### config.mk
export PLATFORM = sky130hd
export DESIGN_NAME = lif_neuron
export DESIGN_NICKNAME = d
export VERILOG_FILES = /design/src/rtl/lif_neuron.sv
export SDC_FILE = /design/constraint.sdc
export NUM_CORES = 1
export LEC_CHECK = 0
export ABC_AREA = 1
export BUFFER_PORTS_ARGS = -buffer_cell sky130_fd_sc_hd__clkbuf_2
export CAP_MARGIN = 20
export CORE_MARGIN = 3
export CORE_UTILIZATION = 58
export DETAILED_ROUTE_END_ITERATION = 10
export GPL_TIMING_DRIVEN = 0
export PLACE_DENSITY = 0.8
export SYNTH_ARGS = -nofsm -noshare
export SYNTH_HDL_FRONTEND = slang
export SYNTH_SLANG_ARGS = --single-unit
### constraint.sdc
create_clock -name clk -period 5.36 [get_ports clk]
set_input_delay 1.072 -clock clk [delete_from_list [all_inputs] [get_ports clk]]
set_output_delay 1.072 -clock clk [all_outputs]
set_load 0.02 [all_outputs]
### src/rtl/lif_neuron.sv
// Leaky integrate-and-fire neuron: saturating membrane, shift leak, threshold spike, refractory hold.
// Optional `LIF_SPIKE_COUNT_EN adds a saturating 16-bit spike_count output.
module lif_neuron #(
  parameter int IN_W       = 8,
  parameter int MEM_W      = 12,
  parameter int THRESH     = 128,
  parameter int V_RESET    = 0,
  parameter int LEAK_SHIFT = 3,
  parameter int REFRAC     = 2
) (
  input  logic                    clk,
  input  logic                    rst,
  input  logic                    sum_valid,
  input  logic signed [IN_W-1:0]  sum_in,
  output logic                    spike,
  output logic signed [MEM_W-1:0] v_mem,
  output logic                    refrac_active,
  output logic                    sat_flag
`ifdef LIF_SPIKE_COUNT_EN
  ,
  output logic [15:0]             spike_count
`endif
);

  typedef enum logic {INTEGRATE, REFRACTORY} state_t;

  localparam int CNT_W = (REFRAC < 2) ? 1 : $clog2(REFRAC + 1);
  localparam logic signed [MEM_W-1:0] THRESH_V  = MEM_W'(THRESH);
  localparam logic signed [MEM_W-1:0] V_RESET_V = MEM_W'(V_RESET);
  localparam logic [CNT_W-1:0]        REFRAC_V  = CNT_W'(REFRAC);

  function automatic logic signed [MEM_W:0] leak_of(input logic signed [MEM_W:0] v);
    if (LEAK_SHIFT == 0) return '0;
    return v >>> LEAK_SHIFT;
  endfunction

  function automatic logic signed [MEM_W-1:0] sat_mem(input logic signed [MEM_W:0] t);
    if (t[MEM_W] != t[MEM_W-1])
      return t[MEM_W] ? {1'b1, {(MEM_W-1){1'b0}}} : {1'b0, {(MEM_W-1){1'b1}}};
    return t[MEM_W-1:0];
  endfunction

  state_t                   state;
  logic [CNT_W-1:0]         cnt;
  logic signed [MEM_W:0]    v_ext_p0;
  logic signed [MEM_W:0]    sum_ext_p0;
  logic signed [MEM_W:0]    t_p0;
  logic signed [MEM_W-1:0]  t_sat_p0;
  logic                     t_ovf_p0;
  logic                     fire_p0;

  // Stage p0: leak + integrate at one extra bit, then clamp and threshold
  always_comb begin
    v_ext_p0   = {v_mem[MEM_W-1], v_mem};
    sum_ext_p0 = {{(MEM_W+1-IN_W){sum_in[IN_W-1]}}, sum_in};
    t_p0       = v_ext_p0 - leak_of(v_ext_p0) + sum_ext_p0;
    t_sat_p0   = sat_mem(t_p0);
    t_ovf_p0   = (t_p0[MEM_W] != t_p0[MEM_W-1]);
    fire_p0    = (t_sat_p0 >= THRESH_V);
  end

  // Stage p1: registered membrane, spike and refractory control
  always_ff @(posedge clk) begin
    if (rst) begin
      state         <= INTEGRATE;
      cnt           <= '0;
      spike         <= 1'b0;
      v_mem         <= '0;
      refrac_active <= 1'b0;
      sat_flag      <= 1'b0;
`ifdef LIF_SPIKE_COUNT_EN
      spike_count   <= '0;
`endif
    end else begin
      spike <= 1'b0;
      if (sum_valid) begin
        case (state)
          INTEGRATE: begin
            if (t_ovf_p0) sat_flag <= 1'b1;
            if (fire_p0) begin
              spike <= 1'b1;
              v_mem <= V_RESET_V;
`ifdef LIF_SPIKE_COUNT_EN
              if (spike_count != 16'hFFFF) spike_count <= spike_count + 16'd1;
`endif
              if (REFRAC > 0) begin
                state         <= REFRACTORY;
                cnt           <= REFRAC_V;
                refrac_active <= 1'b1;
              end
            end else begin
              v_mem <= t_sat_p0;
            end
          end
          REFRACTORY: begin
            // The valid step that brings the counter to zero is still discarded
            v_mem <= V_RESET_V;
            cnt   <= cnt - 1'b1;
            if (cnt == CNT_W'(1)) begin
              state         <= INTEGRATE;
              refrac_active <= 1'b0;
            end
          end
          default: state <= INTEGRATE;
        endcase
      end
    end
  end

endmodule

# Word level (Yosys, flattened, before mapping)
# Index checks and enable logic that the tools add are counted.
# word_totals
wordCells,34
n_memories,0
ramBits,0
rom_bits,0
register_bits,18
input_bits,11
latch_bits,0
# op_classes
bitwise_logic,2
multipliers,0
div_mod_pow,0
shifts,0
add_sub_neg,3
mux,14
n_lt_le_gt_ge,1
eq_ne,4
reduce_logical,4
# ops
op,n
$mux W12,4
$pmux W12 S2,1
$add A13 B8 Y13,1
$sub A12 B9 Y13,1
$ge A12 B9 Y1 const B,1
$reduce_and A3 Y1,2
$mux W1,5
$pmux W1 S2,2
$pmux W2 S2,1
$reduce_or A3 Y1,1
$eq A2 B1 Y1 const B,1
$mux W2,1
$ne A2 B1 Y1 const B,1
$ne A2 B2 Y1 const B,1
$not A1 Y1,2
$reduce_and A2 Y1,1
$sub A2 B1 Y2 const B,1
$ne A1 B1 Y1,1

# Longest topological paths before layout
# depth
ltp_word,8
ltp_mapped,27
depth_no_buf,26

# Worst setup path after synthesis
# Ideal clock, no wire load.
# synth_timing
path_type,in2reg
start,input sum_in[7]
end,register v_mem[5]
required_ns,5.290
arrival_time_ns,4.237
setup_slack_ns,1.052
path_stages,24
cell_sequence,inv_1 > fa_1 > inv_1 > ha_1 > nand2_1 > inv_1 > a21oi_1 > nand3_1 > nand2_1 > nand2_1 > a21o_1 > xnor2_1 > inv_1 > ha_1 > clkbuf_1 > inv_1 > nand3_1 > nand2_1 > nor2_1 > nand2_1 > nand2_2 > buf_6 > nand3_1 > a21oi_1
# synth_between
elab_chain_cells,7
elab_cells_between_ends,9
cone_classes,add/sub: 1; order compare: 1; eq/ne: 1; mux: 6
# synth_rtl
item,line_no,text
from (decl),14,"input logic signed [IN_W-1:0] sum_in,"
$add A13 B8 Y13 (*),56,t_p0 = v_ext_p0 - leak_of(v_ext_p0) + sum_ext_p0;
$mux W12 / $ne A1 B1 Y1 (equally long branches),"39, 38",
$mux W12 / $mux W1 (equally long branches),38,if (t[MEM_W] != t[MEM_W-1])
$mux W12 (*),40,return t[MEM_W-1:0];
$ge A12 B9 Y1,59,fire_p0 = (t_sat_p0 >= THRESH_V);
$mux W12 (*),80,if (fire_p0) begin
$pmux W12 S2 (*),77,case (state)
to (signal assigned),92,v_mem <= t_sat_p0;
to (decl),16,"output logic signed [MEM_W-1:0] v_mem,"
# Every way passes the cells marked *; elsewhere a longest branch is shown, timed or not. The select of a mux whose other input is x is not followed.
# A chain may end at the register's enable or synchronous reset.

# Worst setup path after layout
# layout_timing
start,input sum_in[7]
end,register v_mem[4]
# The elaborated chain is that of the path after synthesis.

==> out/results.txt <==
By count the netlist is led by sky130_fd_sc_hd__nand2_1 (87), sky130_fd_sc_hd__inv_1 (76), sky130_fd_sc_hd__nand3_1 (28). The critical path in this run is classified as in -> reg. The wire-length estimate of the detail-placed layout is 3508 µm.

Endpoint with the worst hold slack: sat_flag$_SDFFE_PP0P_. The area share of the leading cell type in the synthesized netlist was 0.1882; the xor/xnor cell area share of the yosys netlist was 0.009150. In the synthesized netlist the dominant register cell turns out to be sky130_fd_sc_hd__dfxtp_1. The multiplexer area fraction after synthesis came out at 0.

In this run, post-CTS repair resized a total of 0 instances. The tools report the hold buffer count at CTS as 0. The startpoint identified for the worst register-to-register timing path is v_mem[6]$_SDFFE_PP0P_. Global routing finished with a remaining overflow of 0. The Yosys step of the flow raised 0 warnings. The worst setup path is captured at a register.

Final number of hold-violating endpoints: 0. Overall power consumption after layout is estimated at 1310 µW. The class of the most critical hold timing path is reg -> reg.

Final worst-path cycle share: 0.8890. The kind of start point of the critical path was an input pin. At the later pin of the worst-skew pair, clock insertion delay measures 0.28 ns.

Hold is met by 0.4582 ns. Along the worst path, the maximum fanout reaches 10. Summed over all cells, the static leakage comes to 0.001225 µW. Counting both buffers and inverters, the worst setup path holds a total of 8. After detailed placement, the total cell area comes to 2090 µm². In this run the critical register-to-register path is captured at v_mem[4]$_SDFFE_PP0P_. The number of nets in the synthesized netlist was 345; the switching fraction of total power was 0.5516. In this run, the number of DRC markers left after iteration 0 of detailed routing was 101. The share of flip-flops with an asynchronous set or reset after synthesis came out at 0.

The post-route minimum period came out at 4.765 ns. Via-per-instance ratio: 5.029. Yosys mapped a number of flops with a built-in enable equal to 0. Count of antenna-violating nets left after detailed routing: 0. Worst-case headroom to the max-slew limit: 0.7048.

Launch instance of the worst min-delay path: sat_flag$_SDFFE_PP0P_. The run finished with clean final reports. The fraction of power consumed by sequential logic is 0.145, and the post-synthesis compound-gate area fraction is 0.09020. The total of fill cells in the finished design is 304. In the post-synthesis netlist, the biggest area contributors are sky130_fd_sc_hd__dfxtp_1 (19%), sky130_fd_sc_hd__nand2_1 (17%), sky130_fd_sc_hd__inv_1 (15%), sky130_fd_sc_hd__ha_1 (12%), sky130_fd_sc_hd__fa_1 (12%).

The cell with the largest stage delay on the worst path is sky130_fd_sc_hd__fa_1. After detailed routing, the number of remaining DRC violations is 0. The count of endpoints failing setup in the final report was 0. Compared with the post-synthesis result, the final layout area differs by 11.05%. sky130_fd_sc_hd__nand2_1 is the most common cell in the netlist. STA puts the critical path data required time at 5.58 ns. Setup repair after global routing left no endpoint under its margin.

Counting every sink on the clock net gives 18. The number of instances in the synthesized netlist is 305, and the number of optimization iterations in the first detailed-route pass is 5. The synthesized design contains 18 register bits. The depth of the worst register-to-register path came out at 24. TritonCTS buffer count: 3. The area of the die is 4026 µm², and the share of synthesized cell area in and, or, nand and nor gates is 0.3118. The finished cells cover 2126 µm². After synthesis, the largest family of logic cells by area is simple AND/OR/NAND/NOR gates. The final count of pins violating max slew is 0. The fraction of layout instances using a drive strength above 1 is 0.1021, and the end-of-flow core utilization is 0.6851. Grouping stages by cell kind, the critical path spends the most delay in adder cells.

Along the worst hold path, the cell count comes to 2. The tools report the relative contribution of the clock network to total power as 0.062. The clock-pin slew on the worst setup and hold paths was 0.10 ns. During placement, the flow inserted port buffers numbering 24. At the pin with the least slew margin, the transition time is 0.4427 ns. For the net switching power figure, the log shows 722.7 µW. The final layout contains routed wiring with a total length of 4206 µm. The internal power summed over all cells was 587.4 µW; the worst-case vdd ir drop was 0.4883 mV. The run gives 2 as the maximum clock path buffer count. In this design, the stage delay of the slowest critical-path cell is 0.57 ns.

The post-synthesis share of cell area spent on full adders, half adders and majority gates was 0.2327. Clock tree root buffer cell: sky130_fd_sc_hd__clkbuf_4. Entering global routing, the biggest net connects 11 pins.

The tools report the depth of the CTS H-tree as 1. After detailed routing, the average wire length per cell comes to 11.16 µm. Setup total negative slack on the finished layout was measured at 0 ns. The area inside the core boundary was 3103 µm²; the number of antenna cells inserted was 0. The number of global-route vias before repair is 1763, and the distinct cell type count after synthesis is 22.

Clock skew on the completed layout was measured at 0.006180 ns. The synthesized design spends more area on one cell type than any other, namely sky130_fd_sc_hd__dfxtp_1. The final weighted congestion in routability-driven placement was 0.8404; the all-layer global routing usage was 0.2228. The floorplan has 20 rows.

The tool flagged a number of max-cap violations equal to 0. The net count reported at finish was 374. Proportion of synthesized chip area in sequential cells: 0.1882. The timing-limited maximum frequency is 209.9 MHz, and the initial antenna violation count is 0. TritonCTS built the clock tree. The first global-routing pass estimated 7341 µm of wire.

The initial core utilization was 0.6169; the number of I/O pins was 26. The setup check on the worst reg-to-reg path leaves a slack of 1.15 ns. The number of setup buffers added after CTS is 0. Power per unit of standard cell area: 616.3 nW/µm².

Routed via count: 1896. In this run the horizontal extent of the chip is 63.45 µm. Data on the critical path arrives at its endpoint at 4.99 ns. Dividing the synthesized area by the synthesized cell count gives 6.277 µm². The logic gate share of total power is 0.794, and the cell area after synthesis is 1914 µm².

The die is 63.45 µm tall.
-- final cells by class --
type,instances,area (µm²),area share
Multi-Input combinational cell,204,1232,0.5798
Sequential cell,18,360.3,0.1695
Tap cell,44,55.05,0.02590
Timing Repair Buffer,24,120.1,0.05650
Inverter,76,285.3,0.1342
Buffer,7,36.28,0.01707
Clock buffer,4,36.28,0.01707
-- tightest hold or removal path, delay by kind of cell, from the launching register on --
| family | cells | cell delay (ns) |
|---|---|---|
| DFF | 1 | 0.32 |
| buffers and inverters | 1 | 0.05 |
| AOI/OAI and AO/OA | 1 | 0.05 |
-- how the worst max path moves through the flow --
stage               from                     end  cells after the start
5_1_grt        sum_in[7]  v_mem[10]$_SDFFE_PP0P_                     25
3_5_place_dp   sum_in[7]   v_mem[4]$_SDFFE_PP0P_                     25
4_1_cts        sum_in[7]   v_mem[4]$_SDFFE_PP0P_                     25
2_1_floorplan  sum_in[7]   v_mem[5]$_SDFFE_PP0P_                     24
3_3_place_gp   sum_in[7]  v_mem[10]$_SDFFE_PP0P_                     25
6_report       sum_in[7]   v_mem[4]$_SDFFE_PP0P_                     25
-- cells by family after synthesis --
logic type      after synthesis
flops                        18
buf+inv                      83
compound gates               31
simple gates                142
fa+ha+maj                    29
xor+xnor                      2
-- per-layer routing --
metal,track usage,routed length (µm),up-vias
li1,-,-,982
met1,0.3048,2046,863
met2,0.3833,1958,45
met3,0.02139,138,6
met4,0.04043,63,0
met5,0,0,-
-- layout by cell type (no fill, tap or decap) --
cell type and n:
sky130_fd_sc_hd__nand2_1 87, sky130_fd_sc_hd__inv_1 76, sky130_fd_sc_hd__nand3_1 28, sky130_fd_sc_hd__clkbuf_2 24, sky130_fd_sc_hd__a21oi_1 20, sky130_fd_sc_hd__nor2_1 18, sky130_fd_sc_hd__ha_1 18, sky130_fd_sc_hd__dfxtp_1 18
sky130_fd_sc_hd__fa_1 11, sky130_fd_sc_hd__clkbuf_1 4, sky130_fd_sc_hd__o21ai_0 4, sky130_fd_sc_hd__o31ai_1 4, sky130_fd_sc_hd__nand4_1 3, sky130_fd_sc_hd__clkbuf_4 3, sky130_fd_sc_hd__xnor2_1 2, sky130_fd_sc_hd__nand3b_1 2
sky130_fd_sc_hd__buf_2 2, sky130_fd_sc_hd__a21boi_0 2, sky130_fd_sc_hd__nand3_2 1, sky130_fd_sc_hd__a21o_1 1, sky130_fd_sc_hd__nand2_2 1, sky130_fd_sc_hd__buf_6 1, sky130_fd_sc_hd__or2_2 1, sky130_fd_sc_hd__and2_1 1
sky130_fd_sc_hd__clkbuf_8 1
-- state kept, by name, indices dropped and copies added, names as in the netlist --
name,count
state,1
v_mem,12
sat_flag,1
cnt,2
spike,1
refrac_active,1
-- stage by stage --
| stage | setup slack [ns] | instances |
|---|---|---|
| 6_report | 0.5950 | 377 |
| 5_1_grt | 0.2249 | 377 |
| 4_1_cts | 0.5811 | 377 |
| 3_5_place_dp | 0.2905 | 373 |
| 3_3_place_gp | 0.4029 | 373 |
| 2_1_floorplan | 1.052 | 305 |
-- power groups by stage --
stage	registers [µW]	logic [µW]	clock network [µW]
2_1_floorplan	206	801	0
3_3_place_gp	191	1020	0
3_5_place_dp	192	1030	0
4_1_cts	189	1040	82.3
5_1_grt	193	1200	91.1
6_report	190	1040	80.8
Power figures use the tool's default switching activity.
